<file path="src/rtl/morse_key_decoder.sv">
// Morse receive decoder: times key-down/key-up runs in TICK units and emits
// per-element symbols plus one packed letter code per character.
module morse_key_decoder #(
    parameter int CW         = 4,
    parameter int DASH_MIN   = 2,
    parameter int LETTER_GAP = 2,
    parameter int WORD_GAP   = 5
) (
    input  logic       clk,
    input  logic       rst_n,
    input  logic       tick,
    input  logic       key,
    output logic       sym_valid,
    output logic [1:0] sym_code,
    output logic       letter_valid,
    output logic [5:0] letter_bits,
    output logic [2:0] letter_len,
    output logic       letter_err
);

    typedef enum logic [1:0] {
        IDLE,
        MARK,
        SPACE
    } state_t;

    localparam logic [CW-1:0] CNT_MAX      = '1;
    localparam logic [CW-1:0] DASH_MIN_C   = CW'(DASH_MIN);
    localparam logic [CW-1:0] LETTER_GAP_C = CW'(LETTER_GAP);
    localparam logic [CW-1:0] WORD_GAP_C   = CW'(WORD_GAP);

    localparam logic [1:0] SYM_DOT    = 2'd0;
    localparam logic [1:0] SYM_DASH   = 2'd1;
    localparam logic [1:0] SYM_LETTER = 2'd2;
    localparam logic [1:0] SYM_WORD   = 2'd3;

    state_t        state;
    logic [CW-1:0] cnt;
    logic [5:0]    bits;
    logic [2:0]    len;
    logic          err;

    logic [CW-1:0] cnt_inc;
    logic          in_letter;
    logic          is_dash;

    // Saturate so an over-long mark cannot wrap back to a zero-length glitch.
    assign cnt_inc   = (cnt == CNT_MAX) ? cnt : cnt + CW'(1);
    assign in_letter = (len != 3'd0) || err;
    assign is_dash   = (cnt >= DASH_MIN_C);

    always_ff @(posedge clk) begin
        if (!rst_n) begin
            state        <= IDLE;
            cnt          <= '0;
            bits         <= '0;
            len          <= '0;
            err          <= 1'b0;
            sym_valid    <= 1'b0;
            sym_code     <= '0;
            letter_valid <= 1'b0;
            letter_bits  <= '0;
            letter_len   <= '0;
            letter_err   <= 1'b0;
        end else begin
            // NOTE: pulses default low here; a later non-blocking assignment in
            // the same block overrides this, so each pulse lasts exactly one cycle.
            sym_valid    <= 1'b0;
            letter_valid <= 1'b0;

            case (state)
                IDLE: begin
                    if (key) begin
                        state <= MARK;
                        cnt   <= '0;
                    end
                end

                MARK: begin
                    if (!key) begin
                        cnt <= '0;
                        if (cnt == '0) begin
                            state <= in_letter ? SPACE : IDLE;
                        end else begin
                            state     <= SPACE;
                            sym_valid <= 1'b1;
                            sym_code  <= is_dash ? SYM_DASH : SYM_DOT;
                            if (len == 3'd6) begin
                                err <= 1'b1;
                            end else begin
                                bits <= {bits[4:0], is_dash};
                                len  <= len + 3'd1;
                            end
                        end
                    end else if (tick) begin
                        cnt <= cnt_inc;
                    end
                end

                SPACE: begin
                    // A key rise takes priority; the coincident tick is dropped.
                    if (key) begin
                        state <= MARK;
                        cnt   <= '0;
                    end else if (tick) begin
                        cnt <= cnt_inc;
                        if (cnt_inc == LETTER_GAP_C && in_letter) begin
                            letter_valid <= 1'b1;
                            letter_bits  <= bits;
                            letter_len   <= len;
                            letter_err   <= err;
                            sym_valid    <= 1'b1;
                            sym_code     <= SYM_LETTER;
                            bits         <= '0;
                            len          <= '0;
                            err          <= 1'b0;
                        end
                        if (cnt_inc == WORD_GAP_C) begin
                            sym_valid <= 1'b1;
                            sym_code  <= SYM_WORD;
                            state     <= IDLE;
                        end
                    end
                end

                default: state <= IDLE;
            endcase
        end
    end

endmodule
</file>
<file path="config.mk">
export PLATFORM = sky130hd
export DESIGN_NAME = morse_key_decoder
export DESIGN_NICKNAME = d
export VERILOG_FILES = /design/src/rtl/morse_key_decoder.sv
export SDC_FILE = /design/constraint.sdc
export NUM_CORES = 1
export LEC_CHECK = 0
export ABC_AREA = 1
export CORE_UTILIZATION = 59
export DETAILED_ROUTE_END_ITERATION = 7
export PLACE_DENSITY = 0.81
export REMOVE_ABC_BUFFERS = 1
export SYNTH_ARGS = -nofsm -noshare
export SYNTH_HDL_FRONTEND = slang
export SYNTH_SLANG_ARGS = --single-unit
export TNS_END_PERCENT = 30
</file>
<file path="constraint.sdc">
create_clock -name clk -period 2.6 [get_ports clk]
set_input_delay 0.39 -clock clk [delete_from_list [all_inputs] [get_ports clk]]
set_output_delay 0.39 -clock clk [all_outputs]
set_load 0.005 [all_outputs]
</file>
* Word-level counts from Yosys, hierarchy flattened
Index checks and enable logic that the tools add are counted.
Storage, ports and cells: register bits after elaboration 30, word-level logic and storage cells 99, output and inout bits 14, input bits 4
Cells by class: eq/ne operators 17, bitwise gates (word level) 4, reductions and logical operators 14, multiplexer cells 50, add/sub/neg operators 2, $lt $le $gt $ge 1
Operator list (count):
- $mux 6 | 6
- $mux 2 | 13
- $mux 4 | 5
- $mux 3 | 6
- $ne 2x2->1 const B | 8
- $reduce_and 7->1 | 2
- $mux 1 | 13
- $pmux 4 s3 | 1
- $pmux 6 s2 | 1
- $ne 3x3->1 const B | 3
- $reduce_and 4->1 | 2
- $pmux 2 s3 | 1
- $pmux 3 s2 | 1
- $reduce_and 6->1 | 1
- $reduce_bool 3->1 | 2
- $add 4x1->4 const B | 1
- $eq 4x2->1 const B | 1
- $eq 4x3->1 const B | 1
- $eq 4x4->1 const B | 1
- $ge 4x2->1 const B | 1
- $logic_not 4->1 | 1
- $not 1->1 | 4
- $pmux 1 s2 | 2
- $pmux 2 s2 | 1
- 10 further kinds | 10

* Depth between registers and ports, before layout
word-level depth 9, mapped depth 12

* Worst setup path before layout
No wires, ideal clock.
kind register to register, from reg state[0], to reg bits[1], path buffers 2, path slack 1.082 ns, setup time 0.132 ns, cell stages (with the launch flop) 11, arrival time 1.386 ns, path through dfxtp_1 inv_1 ha_1 buf_4 nand2_1 nand2_1 a21oi_2 buf_4 nand3_4 nand2_1 a21oi_1
Between the ends: cells in the longest elaborated chain, start to end 3, elaborated cells on any way between the ends 11, those cells by class 8 x eq/ne; 1 x mux; 2 x reduce/logical
Ends and longest elaborated chain:
- start, declared | RTL line 37 | state_t state;
- start signal, assigned | RTL line 83 | state <= in_letter ? SPACE : IDLE;
- $eq 2x2->1 / $eq 2x1->1 (equally long branches) | RTL line 71 | case (state)
- $ne 2x2->1 (no source line) / $reduce_bool 2->1 (equally long branches)
- $reduce_and 7->1 (no source line)
- end signal, assigned | RTL line 91 | bits <= {bits[4:0], is_dash};
- end, declared | RTL line 39 | logic [5:0] bits;
Parallel ways exist; a longest one is shown, timed or not. A chain may end at the register's enable or synchronous reset.

* Worst setup path after layout
from reg state[0], to reg letter_bits[4]
Between the ends: cells in the longest elaborated chain, start to end 2
Ends and longest elaborated chain:
- $eq 2x2->1 | RTL line 71
- $reduce_and 4->1 (no source line)
- end signal, assigned | RTL line 109 | letter_bits <= bits;
- end, declared | RTL line 16 | output logic [5:0] letter_bits,
No other way between the ends.

==> run_results.csv <==
group,metric,value,unit
outcome,status,"complete, no violations",
worst_setup_path,end_kind,"flip-flop",
floorplanning,dieArea,0.00289,mm²
grt,grt_max_degree,22,
yosys,synth_edf_count,0,
clocking,cts_max_path_buffers,2,
worst_setup_path,crit_top_cell,"inv_1",
yosys,synth_top_cell_by_area,"dfxtp_1",
min_path,hp-class,"flip-flop to flip-flop",
detailed_routing,first_pass_iters,4,
yosys,avgSynthCellArea,7.16,µm²
power,irDropWorstVdd,499,µV
yosys,yosys_warnings,0,
layout,final_cell_mix,"nand2_1 (52), inv_1 (32), dfxtp_1 (30)",
sta,finClkSkew,0.0120,ns
sta,hold_viol_final,0,
detailed_routing,vias,1412,
layout,n_antenna_cell,0,
clocking,clock-sinks,30,
flow_run,timing.max_cap.violations,0,
floorplanning,coreArea,0.00250,mm²
worst_setup_path,path_buf_inv,3,
worst_setup_path,slowest_delay,0.38,ns
detailed_routing,postRouteAntennaNets,0,
floorplanning,ios,18,
detailed_routing,drc,0,
worst_setup_path,critPathSlowestCell,"ha_1",
clocking,cts_buffers,5,
grt,globalRouteTotalUtil,24.9,%
sta,setup_viol,0,
sta,fmax,530,MHz
power,p_leak,0.761,nW
worst_setup_path,arrival,2.12,ns
sta,slew_headroom,72.5,%
detailed_routing,drt_iter0_markers,30,
layout,finalNetCount,257,
sta,min_period,1.89,ns
placed_design,dp_hpwl,2320,µm
yosys,synth_area_leaders,"dfxtp_1 (38%), nand2_1 (12%), ha_1 (9.5%), a21oi_1 (7.6%), inv_1 (7.6%)",
layout,fin_util,74.1,%
worst_setup_path,cp_max_fo,21,
layout,multi_input_area,825,µm²
clocking,cts_root_buf,"clkbuf_4",
detailed_routing,drt_wl_total,3200,µm
clocking,clkTransAtPathRegs,0.10,ns
worst_setup_path,startpoint_type,"flip-flop",
floorplanning,dieHeight,53.8,µm
clocking,postCtsHoldBufs,0,
grt,grt_pass1_vias,1184,
grt,grt_overflow,0,
yosys,yosysSeqAreaShare,37.9,%
power,power,0.00105,W
yosys,syn-cell-area,0.00158,mm²
worst_setup_path,cp_cell_sequence,"inv_1, ha_1, inv_1, nor3_2, nand3_1, buf_4, o21ai_0, a21oi_1",
placed_design,port_buffers,17,
sta,worst_slew_pin_slew,0.411,ns
sta,slew_violations,0,
worst_setup_path,required,2.83,ns
detailed_routing,vias_per_cell,5.19,
yosys,synth_top_area_share,37.9,%
yosys,synth-seq-cells,30,
power,p_per_area,564,mW/mm²
worst_setup_path,path_class,"flip-flop to flip-flop",
grt,antenna_found_initial,0,
detailed_routing,routedWlPerCell,11.8,µm
clocking,cts_setup_buffers,0,
yosys,synth-main-ff-cell,"dfxtp_1",
clocking,htreeDepth,2,
sta,finalSetupTns,0,ns
yosys,ys_types,26,
yosys,async_flop_share,0,%
floorplanning,initial_core_util,63.3,%
floorplanning,std_cell_rows,18,
placed_design,gp_congestion,0.898,
clocking,clk_latency,0.33,ns
layout,fillers,212,
clocking,tritoncts,"done",
layout,seqCellArea,601,µm²
sta,rsz0062_at_grt,"no",
clocking,cts-resized-gates,0,
layout,final_common_cell,"nand2_1",
grt,grt_first_pass_wirelength,5150,µm
sta,min_period_over_period,72.5,%
yosys,syn_inst,221,
layout,layout-drive-gt1-share,7.44,%
layout,synthToLayoutAreaGrowth,17.1,%
floorplanning,die_x,53.8,µm
worst_setup_path,crit_family,"buffers and inverters",
==> sequential cells by signal, summed over array words and instances, names as in the netlist <==
register and flops:
letter_err 1, letter_len 3, state 2, cnt 4
sym_valid 1, sym_code 2, err 1, len 3
bits 6, letter_bits 6, letter_valid 1
==> per-stage QoR <==
step                      std cells  setup WS, ns  hold slack (ns)  area (µm²)
final                           272         0.714            0.444        1850
after global routing            272         0.545            0.469        1850
after CTS                       272         0.729            0.448        1850
after detailed placement        264         0.622            0.435        1780
after global placement          264         0.706            0.430        1780
after floorplan                 214         0.694            0.440        1550
==> worst register-to-register path: cells and delay by family, from the launching register on <==
kind                     cells  cell delay (ns)
AO/OA/AOI/OAI                2             0.22
adder cells (fa/ha/maj)      1             0.38
buffers and inverters        3             0.51
flip-flops                   1             0.36
AND/OR/NAND/NOR              2             0.31
==> layout make-up <==
type,instances,share of cell area [%]
inverter,32,6.48
timing repair buffer,20,10.4
tap,30,2.03
clock buffer,5,2.03
clock inverter,3,2.16
multi-input combinational,152,44.5
sequential,30,32.4
==> power breakdown <==
group / switching (W) / total [W] / leakage, nW / internal [W]
Combinational: 0.000122 / 0.000190 / 0.474 / 0.0000685
Sequential: 0.0000174 / 0.000493 / 0.242 / 0.000475
Clock: 0.000163 / 0.000362 / 0.0450 / 0.000199
Total: 0.000302 / 0.00105 / 0.761 / 0.000743
==> worst paths after layout <==
path	slack (ns)	to	cells past startpoint	start
worst min-delay path	0.44	letter_err	2	letter_err
worst max-delay path	0.71	letter_bits[4]	8	state[0]
worst min register to register	0.44	letter_err	2	letter_err
worst max register to register	0.71	letter_bits[4]	8	state[0]
==> routing by layer <==
layer	vias up	GRT usage (%)	wire length (µm)
met1	620	31.5	1540
met5	-	0	0
met3	7	6.21	148
met2	37	39.7	1470
li1	748	-	-
met4	0	11.0	47
==> synth_stat cells (2+ instances only) <==
| cell | count |
|---|---|
| a21oi_1 | 24 |
| o21ai_0 | 4 |
| nand2_1 | 52 |
| ha_1 | 12 |
| nand4_1 | 4 |
| clkbuf_1 | 2 |
| nor2_1 | 18 |
| buf_2 | 3 |
| nand3_1 | 12 |
| o21ai_1 | 9 |
| dfxtp_1 | 30 |
| buf_4 | 2 |
| nor3_1 | 2 |
| inv_1 | 32 |
| a211oi_1 | 4 |
==> cells by family (layout without fill, tap and decap cells) <==
logic type	Yosys count	count (layout)	share of synthesized area (%)
adders and majority gates	12	12	9.49
and+or+nand+nor	93	93	25.9
xor gates and xnor gates	2	2	1.11
AOI/OAI and AO/OA	45	45	15.7
buffers and inverters	39	60	9.96
DFF	30	30	37.9
(Power assumes the default switching activity.)
